--- config.mk ---
export PLATFORM = sky130hd
export DESIGN_NAME = rf_wb_arbiter
export DESIGN_NICKNAME = d
export VERILOG_FILES = /design/src/rtl/rf_wb_pkg.sv /design/src/rtl/rf_wb_arbiter_fifo.sv /design/src/rtl/rf_wb_arbiter.sv
export SDC_FILE = /design/constraint.sdc
export NUM_CORES = 1
export LEC_CHECK = 0
export BUFFER_PORTS_ARGS = -buffer_cell sky130_fd_sc_hd__buf_4
export CORE_MARGIN = 3
export CORE_UTILIZATION = 48
export CTS_BUF_LIST = sky130_fd_sc_hd__clkbuf_2
export DETAILED_ROUTE_END_ITERATION = 12
export MAX_ROUTING_LAYER = met4
export PLACE_DENSITY_LB_ADDON = 0.15
export SLEW_MARGIN = 20
export SYNTH_ARGS = -nofsm -noshare
export SYNTH_HDL_FRONTEND = slang
export SYNTH_SLANG_ARGS = --single-unit
--- constraint.sdc ---
create_clock -name clk -period 2.55 [get_ports clk]
set_input_delay 0.255 -clock clk [delete_from_list [all_inputs] [get_ports clk]]
set_output_delay 0.255 -clock clk [all_outputs]
set_load 0.02 [all_outputs]
--- src/rtl/rf_wb_pkg.sv ---
// Shared widths and the writeback request type for the RF write-side logic.
package rf_wb_pkg;

  localparam int AW   = 5;
  localparam int DW   = 32;
  localparam int NREG = 32;

  // One pending register-file write: destination and data.
  typedef struct packed {
    logic [AW-1:0] rd;
    logic [DW-1:0] wd;
  } wb_req_t;

endpackage

--- src/rtl/rf_wb_arbiter_fifo.sv ---
// wb_fifo: small synchronous FIFO of wb_req_t with a combinational head.
// The head is read combinationally because the RF write port is driven
// straight from it in the popping cycle; DEPTH is tiny, so this is a register
// array rather than a block RAM.
module wb_fifo
  import rf_wb_pkg::*;
#(
  parameter int DEPTH = 2
) (
  input  logic                     clk,
  input  logic                     rst_n,
  input  logic                     push,
  input  wb_req_t                  push_req,
  input  logic                     pop,
  output wb_req_t                  head,
  output logic [$clog2(DEPTH):0]   count,
  output logic                     full,
  output logic                     empty
);

  localparam int PW = $clog2(DEPTH);
  localparam int CW = PW + 1;

  wb_req_t         mem_reg [DEPTH];
  logic [PW-1:0]   wr_ptr_reg;
  logic [PW-1:0]   rd_ptr_reg;
  logic [CW-1:0]   count_reg;
  logic            do_push;
  logic            do_pop;

  assign full    = (count_reg == CW'(DEPTH));
  assign empty   = (count_reg == '0);
  assign do_push = push & ~full;
  assign do_pop  = pop & ~empty;
  assign head    = mem_reg[rd_ptr_reg];
  assign count   = count_reg;

  // Storage write; contents need no reset since empty gates every read.
  always_ff @(posedge clk) begin
    if (do_push) mem_reg[wr_ptr_reg] <= push_req;
  end

  // Pointers wrap naturally because DEPTH is a power of two.
  always_ff @(posedge clk or negedge rst_n) begin
    if (!rst_n) begin
      wr_ptr_reg <= '0;
      rd_ptr_reg <= '0;
      count_reg  <= '0;
    end else begin
      if (do_push) wr_ptr_reg <= wr_ptr_reg + 1'b1;
      if (do_pop)  rd_ptr_reg <= rd_ptr_reg + 1'b1;
      case ({do_push, do_pop})
        2'b10:   count_reg <= count_reg + 1'b1;
        2'b01:   count_reg <= count_reg - 1'b1;
        default: count_reg <= count_reg;
      endcase
    end
  end

endmodule

--- src/rtl/rf_wb_arbiter.sv ---
// rf_wb_arbiter: owns the RF write port. The pipeline writeback always wins;
// buffered MDU results drain into cycles the pipeline leaves free. A busy
// scoreboard tells decode which registers still await an MDU result.
// Optional same-cycle forwarding is enabled with `define RF_WB_FWD_EN.
module rf_wb_arbiter
  import rf_wb_pkg::*;
#(
  parameter int DEPTH = 2,
  parameter int AW    = rf_wb_pkg::AW,
  parameter int DW    = rf_wb_pkg::DW
) (
  input  logic                     clk,
  input  logic                     rst_n,
  input  logic                     pipe_we,
  input  logic [AW-1:0]            pipe_wr,
  input  logic [DW-1:0]            pipe_wd,
  input  logic                     mdu_issue,
  input  logic [AW-1:0]            mdu_issue_rd,
  input  logic                     mdu_valid,
  input  logic [AW-1:0]            mdu_rd,
  input  logic [DW-1:0]            mdu_wd,
  output logic                     mdu_ready,
  input  logic [AW-1:0]            rR1,
  input  logic [AW-1:0]            rR2,
  output logic                     busy1,
  output logic                     busy2,
  output logic                     fwd1_hit,
  output logic                     fwd2_hit,
  output logic [DW-1:0]            fwd_wd,
  output logic                     rf_we,
  output logic [AW-1:0]            rf_wr,
  output logic [DW-1:0]            rf_wd,
  output logic [$clog2(DEPTH):0]   fifo_count
);

  wb_req_t          push_req;
  wb_req_t          head;
  logic             fifo_full;
  logic             fifo_empty;
  logic             slot_used;
  logic             pop;
  logic             push;
  logic [NREG-1:0]  busy_reg;
  logic [NREG-1:0]  busy_next;

  // Writes to x0 are meaningless, so they leave the port free for the FIFO.
  assign slot_used = pipe_we & (pipe_wr != '0);
  assign pop       = ~slot_used & ~fifo_empty;

  // Readiness depends only on registered occupancy: a full FIFO refuses
  // even while popping, which keeps mdu_ready free of input paths.
  assign mdu_ready = ~fifo_full;
  assign push      = mdu_valid & mdu_ready & (mdu_rd != '0);
  assign push_req  = '{rd: mdu_rd, wd: mdu_wd};

  wb_fifo #(.DEPTH(DEPTH)) u_fifo (
    .clk      (clk),
    .rst_n    (rst_n),
    .push     (push),
    .push_req (push_req),
    .pop      (pop),
    .head     (head),
    .count    (fifo_count),
    .full     (fifo_full),
    .empty    (fifo_empty)
  );

  // RF write port mux: pipeline first, then FIFO head, otherwise idle zeros.
  always_comb begin
    rf_we = 1'b0;
    rf_wr = '0;
    rf_wd = '0;
    if (slot_used) begin
      rf_we = 1'b1;
      rf_wr = pipe_wr;
      rf_wd = pipe_wd;
    end else if (pop) begin
      rf_we = 1'b1;
      rf_wr = head.rd;
      rf_wd = head.wd;
    end
  end

  // Per-register next busy state; a same-cycle set beats the clear.
  generate
    for (genvar gi = 0; gi < NREG; gi++) begin : g_busy
      if (gi == 0) begin : g_x0
        assign busy_next[gi] = 1'b0;
      end else begin : g_rn
        logic set_bit;
        logic clr_bit;
        assign set_bit = mdu_issue & (mdu_issue_rd == AW'(gi));
        assign clr_bit = pop & (head.rd == AW'(gi));
        assign busy_next[gi] = set_bit | (busy_reg[gi] & ~clr_bit);
      end
    end
  endgenerate

  // Scoreboard register; reset drops every outstanding MDU result.
  always_ff @(posedge clk or negedge rst_n) begin
    if (!rst_n) busy_reg <= '0;
    else        busy_reg <= busy_next;
  end

  assign busy1 = (rR1 != '0) & busy_reg[rR1];
  assign busy2 = (rR2 != '0) & busy_reg[rR2];

`ifdef RF_WB_FWD_EN
  assign fwd1_hit = rf_we & (rf_wr == rR1) & (rR1 != '0);
  assign fwd2_hit = rf_we & (rf_wr == rR2) & (rR2 != '0);
  assign fwd_wd   = rf_wd;
`else
  assign fwd1_hit = 1'b0;
  assign fwd2_hit = 1'b0;
  assign fwd_wd   = '0;
`endif

  // Decode stalls on busy, so a second issue to a pending rd is a bug upstream.
  a_no_double_issue : assert property (@(posedge clk) disable iff (!rst_n)
    !(mdu_issue && (mdu_issue_rd != '0) && busy_reg[mdu_issue_rd]));

endmodule

==> flow_summary_export.csv, run 1 <==
group,metric,value,unit
status,status,"finished, final reports clean",
timing,skew,0.0367,ns
setup_path,cp.arrival,2.26,ns
synth,syn-cell-area,5660,um2
timing,drv_slew,0,
routing,routed.top_layer,"met4",
synth,synth_cell_types,46,
clock_network,clock_sinks,109,
synth,synth_mux_area_share,12.5,%
routing,wl_met1,5.90,mm
clock_network,cts_max_level,3,
setup_path,end_kind,"output port",
setup_path,r2r_cells,5,
synth,synthAdderAreaFrac,0.221,%
global_route,overflow,0,
floorplanning,die_h,115,um
global_route,antenna_found_initial,0,
flow_run,cap_violations,0,
floorplanning,core_area,11500,um2
routing,drt-initial-drc-count,235,
placement,place.detailed.hpwl,9.54,mm
floorplanning,ios,171,
routing,drtAntennaViolNets,0,
power_and_ir_drop,total_power,6.71,mW
placement,placed_area,6690,um2
setup_path,cp-startpoint,"busy_reg[27]",
synth,synth_area_per_cell,11.9,um2
global_route,grt_pass1_wl,22.5,mm
timing,worst_pin_slew,1.05,ns
synth,ys_ff_latch,109,
routing,vias,4516,
clock_network,numCtsBuffers,9,
setup_path,worstSetupPathType,"reg2out",
synth,ys_seq_area_share,54.8,%
synth,yosys_warnings,0,
routing,wl_met2,6.89,mm
setup_path,critPathMaxFanout,2,
clock_network,cts.path.max_buffers,2,
placement,io_buffers,136,
clock_network,clk_pin_slew,0.28,ns
setup_path,r2r-start,"u_fifo.rd_ptr_reg",
routing,viasPerCell,5.64,
worst_hold_path,hold_depth,4,
floorplanning,start_util,49.3,%
cells_and_area,antenna_cells,0,
cells_and_area,design_area,7360,um2
global_route,first_global_vias,4449,
placement,gp_congestion,0.944,
global_route,grt_max_degree,51,
setup_path,required,2.30,ns
timing,rsz0062_at_grt,"yes",
power_and_ir_drop,power_density,912,nW/um2
synth,yosys_most_used_dff,"edfxtp_1",
cells_and_area,drive_gt1_share,29.2,%
floorplanning,dieWidth,115,um
synth,synth-edff-count,74,
routing,route.met3.wl,1.08,mm
synth,synth_top_family_by_area,"compound AO/OA/AOI/OAI gates",
timing,hold_viol,0,
routing,drt-pass1-iter-count,5,
cells_and_area,largest_register_ffs,74,
timing,timing.final.crit_share,98.5,%
floorplanning,dieArea,13100,um2
routing,post_drt_wl_per_cell,17.6,um
synth,synth_simple_gate_area_share,11.1,%
routing,routed_wl,14.1,mm
synth,synth_compound_area_share,12.9,%
setup_path,startpoint_type,"flop",
cells_and_area,area.growth.synth_to_final,30.1,%
routing,drcViolationCount,0,
timing,maxSlewHeadroom,29.8,%
cells_and_area,fill_cells,865,
timing,finalCriticalPeriod,2.51,ns
clock_network,clkLatencyLatePin,0.58,ns
synth,synth-xor-area-share,0.774,%
cells_and_area,nNetsFinal,748,
power_and_ir_drop,peakVddDrop,0.482,mV
floorplanning,rows,39,
clock_network,tritoncts,"yes",
worst_hold_path,min_from,"mdu_valid",
global_route,grt_use_total,22.5,%
synth,synthCells,476,
worst_hold_path,min_path_type,"in2reg",
clock_network,ctsRootBufferMaster,"clkbuf_2",
power_and_ir_drop,leakagePower,3.09,nW
timing,setup_viol,0,
synth,async_flop_share,32.1,%
timing,max_freq,398,MHz
==> layout make-up <==
type	count	area, um2	area share (%)
Clock inverter	5	77.6	1.05
Sequential cell	109	3100	42.1
Multi-Input combinational cell	330	2310	31.4
Timing Repair Buffer	196	1610	21.9
Tap cell	143	179	2.43
Inverter	7	26.3	0.357
Clock buffer	11	55.1	0.748
==> logic make-up (layout without fill, tap and decap cells) <==
logic type	count (synthesis)	count (layout)
compound gates	93	93
buf+inv	70	219
xor+xnor	5	5
mux	53	53
other cells	1	34
simple gates	144	144
flops	109	109
fa+ha+maj	1	1
==> where the power goes <==
part	internal (mW)	switching, mW	total, mW
Clock	0.330	0.533	0.863
Sequential	2.48	0.340	2.82
Combinational	1.33	1.69	3.02
Total	4.14	2.57	6.71
==> synth_stat cells, types with 2 or more instances <==
cell | count | share of area (%)
buf_1 | 4 | 0.27
dfrtp_1 | 35 | 15
o31ai_1 | 37 | 4.9
a21oi_1 | 4 | 0.35
xnor2_1 | 3 | 0.46
o211ai_1 | 2 | 0.27
inv_1 | 7 | 0.46
nor3_1 | 2 | 0.18
or4_1 | 2 | 0.27
mux2i_1 | 36 | 6.4
mux4_2 | 14 | 5.6
nand3_1 | 6 | 0.53
buf_2 | 7 | 0.62
buf_6 | 4 | 0.80
nor3b_1 | 2 | 0.27
clkbuf_1 | 14 | 0.93
and3_1 | 3 | 0.33
nand2_1 | 96 | 6.4
nor2_1 | 14 | 0.93
edfxtp_1 | 74 | 39
a22oi_1 | 2 | 0.27
nor2b_1 | 8 | 0.88
xor2_1 | 2 | 0.31
nand2b_1 | 5 | 0.55
mux2_2 | 3 | 0.60
a2bb2oi_1 | 2 | 0.31
o21ai_0 | 3 | 0.27
o41ai_1 | 31 | 4.8
buf_4 | 34 | 4.5
a32oi_1 | 4 | 0.62
==> worst max-delay path, stage by stage, from the launching register on <==
cell	delay, ns
dfrtp_1	0.46
buf_6	0.12
mux4_2	0.48
mux2_4	0.28
nand3b_1	0.08
nand4_1	0.08
buf_4	0.17
==> layer usage <==
layer  vias up  global-route usage [%]
met3        24                    3.28
met5         -                       -
met4         0                    7.68
met2       212                    35.7
li1       2094                       -
met1      2186                    30.0
==> cells in the final DEF (no fill, tap or decap), types with 2 or more instances in the layout <==
cell           count
buf_4            145
nand2_1           96
edfxtp_1          74
dlygate4sd3_1     46
o31ai_1           37
mux2i_1           35
conb_1            34
dfrtp_1           34
o41ai_1           31
mux4_2            14
nor2_1            11
clkbuf_2          11
nor2b_1            8
inv_1              7
nand3_1            6
nand2b_1           5
a21oi_1            4
a32oi_1            4
buf_6              4
o21ai_0            3
and3_1             3
xnor2_1            3
or4_1              2
o211ai_1           2
a2bb2oi_1          2
nor3_1             2
a22oi_1            2
mux2_4             2
nor2_4             2
xor2_1             2
bufinv_16          2
==> stage by stage <==
step           setup slack, ns  instances  setup TNS [ns]  hold WS, ns  util, %
3_5_place_dp             0.247        735               0        0.234     58.4
4_1_cts                -0.0441        801         -0.0442       0.0502     63.9
2_1_floorplan           -0.499        509          -36.96      -0.0406        -
5_1_grt                 -0.106        801          -0.170       0.0646     64.2
3_3_place_gp             0.344        735               0        0.233     58.4
6_report                0.0388        801               0       0.0885     64.2
==> timing repair <==
action	in CTS	in global routing
resized for setup	3	8
hold buffers	46	0
endpoints found under the hold margin	136	0
gates cloned	0	0
buffers inserted	4	0
endpoints found under the setup margin	1	3
pin swaps	1	5
==> worst paths after layout <==
kind | endpoint | slack, ns
max | busy1 | 0.04
min | u_fifo.wr_ptr_reg | 0.09
max reg2reg | busy_reg[15] | 0.67
min reg2reg | busy_reg[20] | 0.57
max in group asynchronous | u_fifo.rd_ptr_reg | 2.11
min in group asynchronous | busy_reg[15] | 0.10
Note: power is estimated with default switching activity, not from simulation.
==> run 2, diff against run 1 <==
Settings changed: CORE_UTILIZATION 48 to 50.
Clock period 2.55 ns to 2.4 ns, I/O delays scaled along.
==> flow_summary_export.csv, run 2 (same netlist as run 1, synthesis figures left out) <==
group,metric,value,unit
routing,vias,4488,
global_route,grt_max_degree,52,
cells_and_area,largest_register_ffs,74,
clock_network,ctsRootBufferMaster,"clkbuf_2",
floorplanning,ios,171,
setup_path,cp.arrival,2.23,ns
timing,rsz0062_at_grt,"yes",
global_route,antenna_found_initial,0,
floorplanning,core_area,10900,um2
cells_and_area,layout.cells.most_common,"buf_4",
routing,drt-pass1-iter-count,5,
status,violations,"negative setup slack",
clock_network,cts.path.max_buffers,2,
timing,hold_slack,0.0817,ns
setup_path,r2r_cells,7,
routing,wl_met1,5.87,mm
timing,setup_viol,1,
routing,drcViolationCount,0,
timing,finalSetupTns,-0.0722,ns
power_and_ir_drop,peakVddDrop,0.459,mV
cells_and_area,finish.utilization,68.4,%
timing,hold_viol,0,
setup_path,required,2.16,ns
setup_path,r2r-start,"u_fifo.rd_ptr_reg",
global_route,grt_use_total,22.5,%
clock_network,cts_max_level,3,
timing,fin_ws,-0.0722,ns
clock_network,tritoncts,"yes",
global_route,overflow,0,
placement,gp_congestion,0.911,
timing,skew,0.0399,ns
cells_and_area,area.growth.synth_to_final,32.3,%
worst_hold_path,hold_depth,3,
placement,dp_cells,735,
floorplanning,dieWidth,112,um
timing,worst_pin_slew,1.11,ns
setup_path,critPathMaxFanout,3,
clock_network,clk_pin_slew,0.28,ns
routing,drt-initial-drc-count,314,
power_and_ir_drop,leakagePower,3.11,nW
placement,io_buffers,136,
cells_and_area,design_area,7480,um2
global_route,grt_pass1_wl,22.1,mm
setup_path,worstSetupPathType,"reg2out",
cells_and_area,instances_no_fill,804,
cells_and_area,antenna_cells,0,
global_route,first_global_vias,4449,
cells_and_area,layout_common_cells,"buf_4 (150), nand2_1 (96), edfxtp_1 (74)",
setup_path,end_kind,"output port",
routing,drtAntennaViolNets,0,
placement,place.detailed.hpwl,9.56,mm
routing,routed.top_layer,"met4",
worst_hold_path,min_from,"mdu_issue",
setup_path,startpoint_type,"flop",
floorplanning,die_h,112,um
setup_path,r2r_slack,0.09,ns
routing,routed_wl,14.1,mm
cells_and_area,nNetsFinal,754,
clock_network,clock_sinks,109,
timing,drv_slew,0,
routing,wl_met2,7.13,mm
setup_path,r2r_end,"busy_reg[31]",
timing,finalCriticalPeriod,2.47,ns
worst_hold_path,min_path_type,"in2reg",
cells_and_area,drive_gt1_share,31.8,%
floorplanning,dieArea,12600,um2
cells_and_area,ff_latch_area,3100,um2
timing,timing.final.crit_share,103,%
worst_hold_path,hold_end,"busy_reg[15]",
placement,placed_area,6700,um2
routing,route.met3.wl,871,um
routing,post_drt_wl_per_cell,17.5,um
timing,max_freq,404,MHz
routing,viasPerCell,5.58,
clock_network,clkLatencyLatePin,0.57,ns
cells_and_area,multi_input_area,2390,um2
flow_run,cap_violations,0,
power_and_ir_drop,power_density,959,nW/um2
status,status,"finished with violations",
clock_network,numCtsBuffers,9,
floorplanning,start_util,51.7,%
cells_and_area,fill_cells,800,
floorplanning,rows,38,
timing,maxSlewHeadroom,25.4,%
run 2: area by class of cell:
type	instances	area share, %
Multi-Input combinational cell	330	31.9
Clock buffer	9	0.602
Tap cell	140	2.34
Timing Repair Buffer	202	22.7
Clock inverter	7	0.635
Inverter	7	0.351
Sequential cell	109	41.4
run 2: repair_timing:
| item | CTS | global route |
|---|---|---|
| hold buffers | 47 | 0 |
| resized for setup | 7 | 23 |
| pin swaps | 3 | 2 |
| endpoints found under the hold margin | 129 | 0 |
| setup endpoints to repair | 33 | 30 |
| setup buffers | 2 | 2 |
run 2: report_power, final:
part           internal [mW]  switching [mW]  total, mW
sequential              2.64           0.372       3.01
combinational           1.54            1.89       3.43
clock                  0.139           0.597      0.736
run 2: worst max-delay path by stage:
| stage | end | start | slack [ns] | cells after the start |
|---|---|---|---|---|
| floorplan | u_fifo.mem_reg[0][0] | u_fifo.count[0] | -0.06 | 3 |
| global placement | rf_wd[13] | pipe_wr[2] | 0.30 | 6 |
| detailed placement | rf_wd[27] | pipe_wr[2] | 0.23 | 6 |
| CTS | busy2 | busy_reg[26] | -0.14 | 4 |
| global route | busy2 | busy_reg[23] | -0.16 | 5 |
| finish | busy2 | busy_reg[23] | -0.07 | 5 |
run 2: per-layer routing:
| metal | track usage [%] | vias to the layer above |
|---|---|---|
| met3 | 2.96 | 22 |
| li1 | - | 2109 |
| met4 | 7.53 | 0 |
| met5 | - | - |
| met2 | 37.3 | 216 |
| met1 | 29.0 | 2141 |
run 2: metrics by stage:
step | worst slack (ns) | total power, mW
global route | -0.163 | 7.61
global placement | 0.299 | 6.01
CTS | -0.137 | 6.94
floorplan | -0.0644 | 4.99
finish | -0.0722 | 7.18
detailed placement | 0.232 | 6.09
run 2: worst max-delay path, stage by stage, from the launching register on:
cell	delay, ns
dfrtp_1	0.48
mux4_2	0.49
mux2i_2	0.20
nor3b_1	0.08
a311o_1	0.29
buf_6	0.14
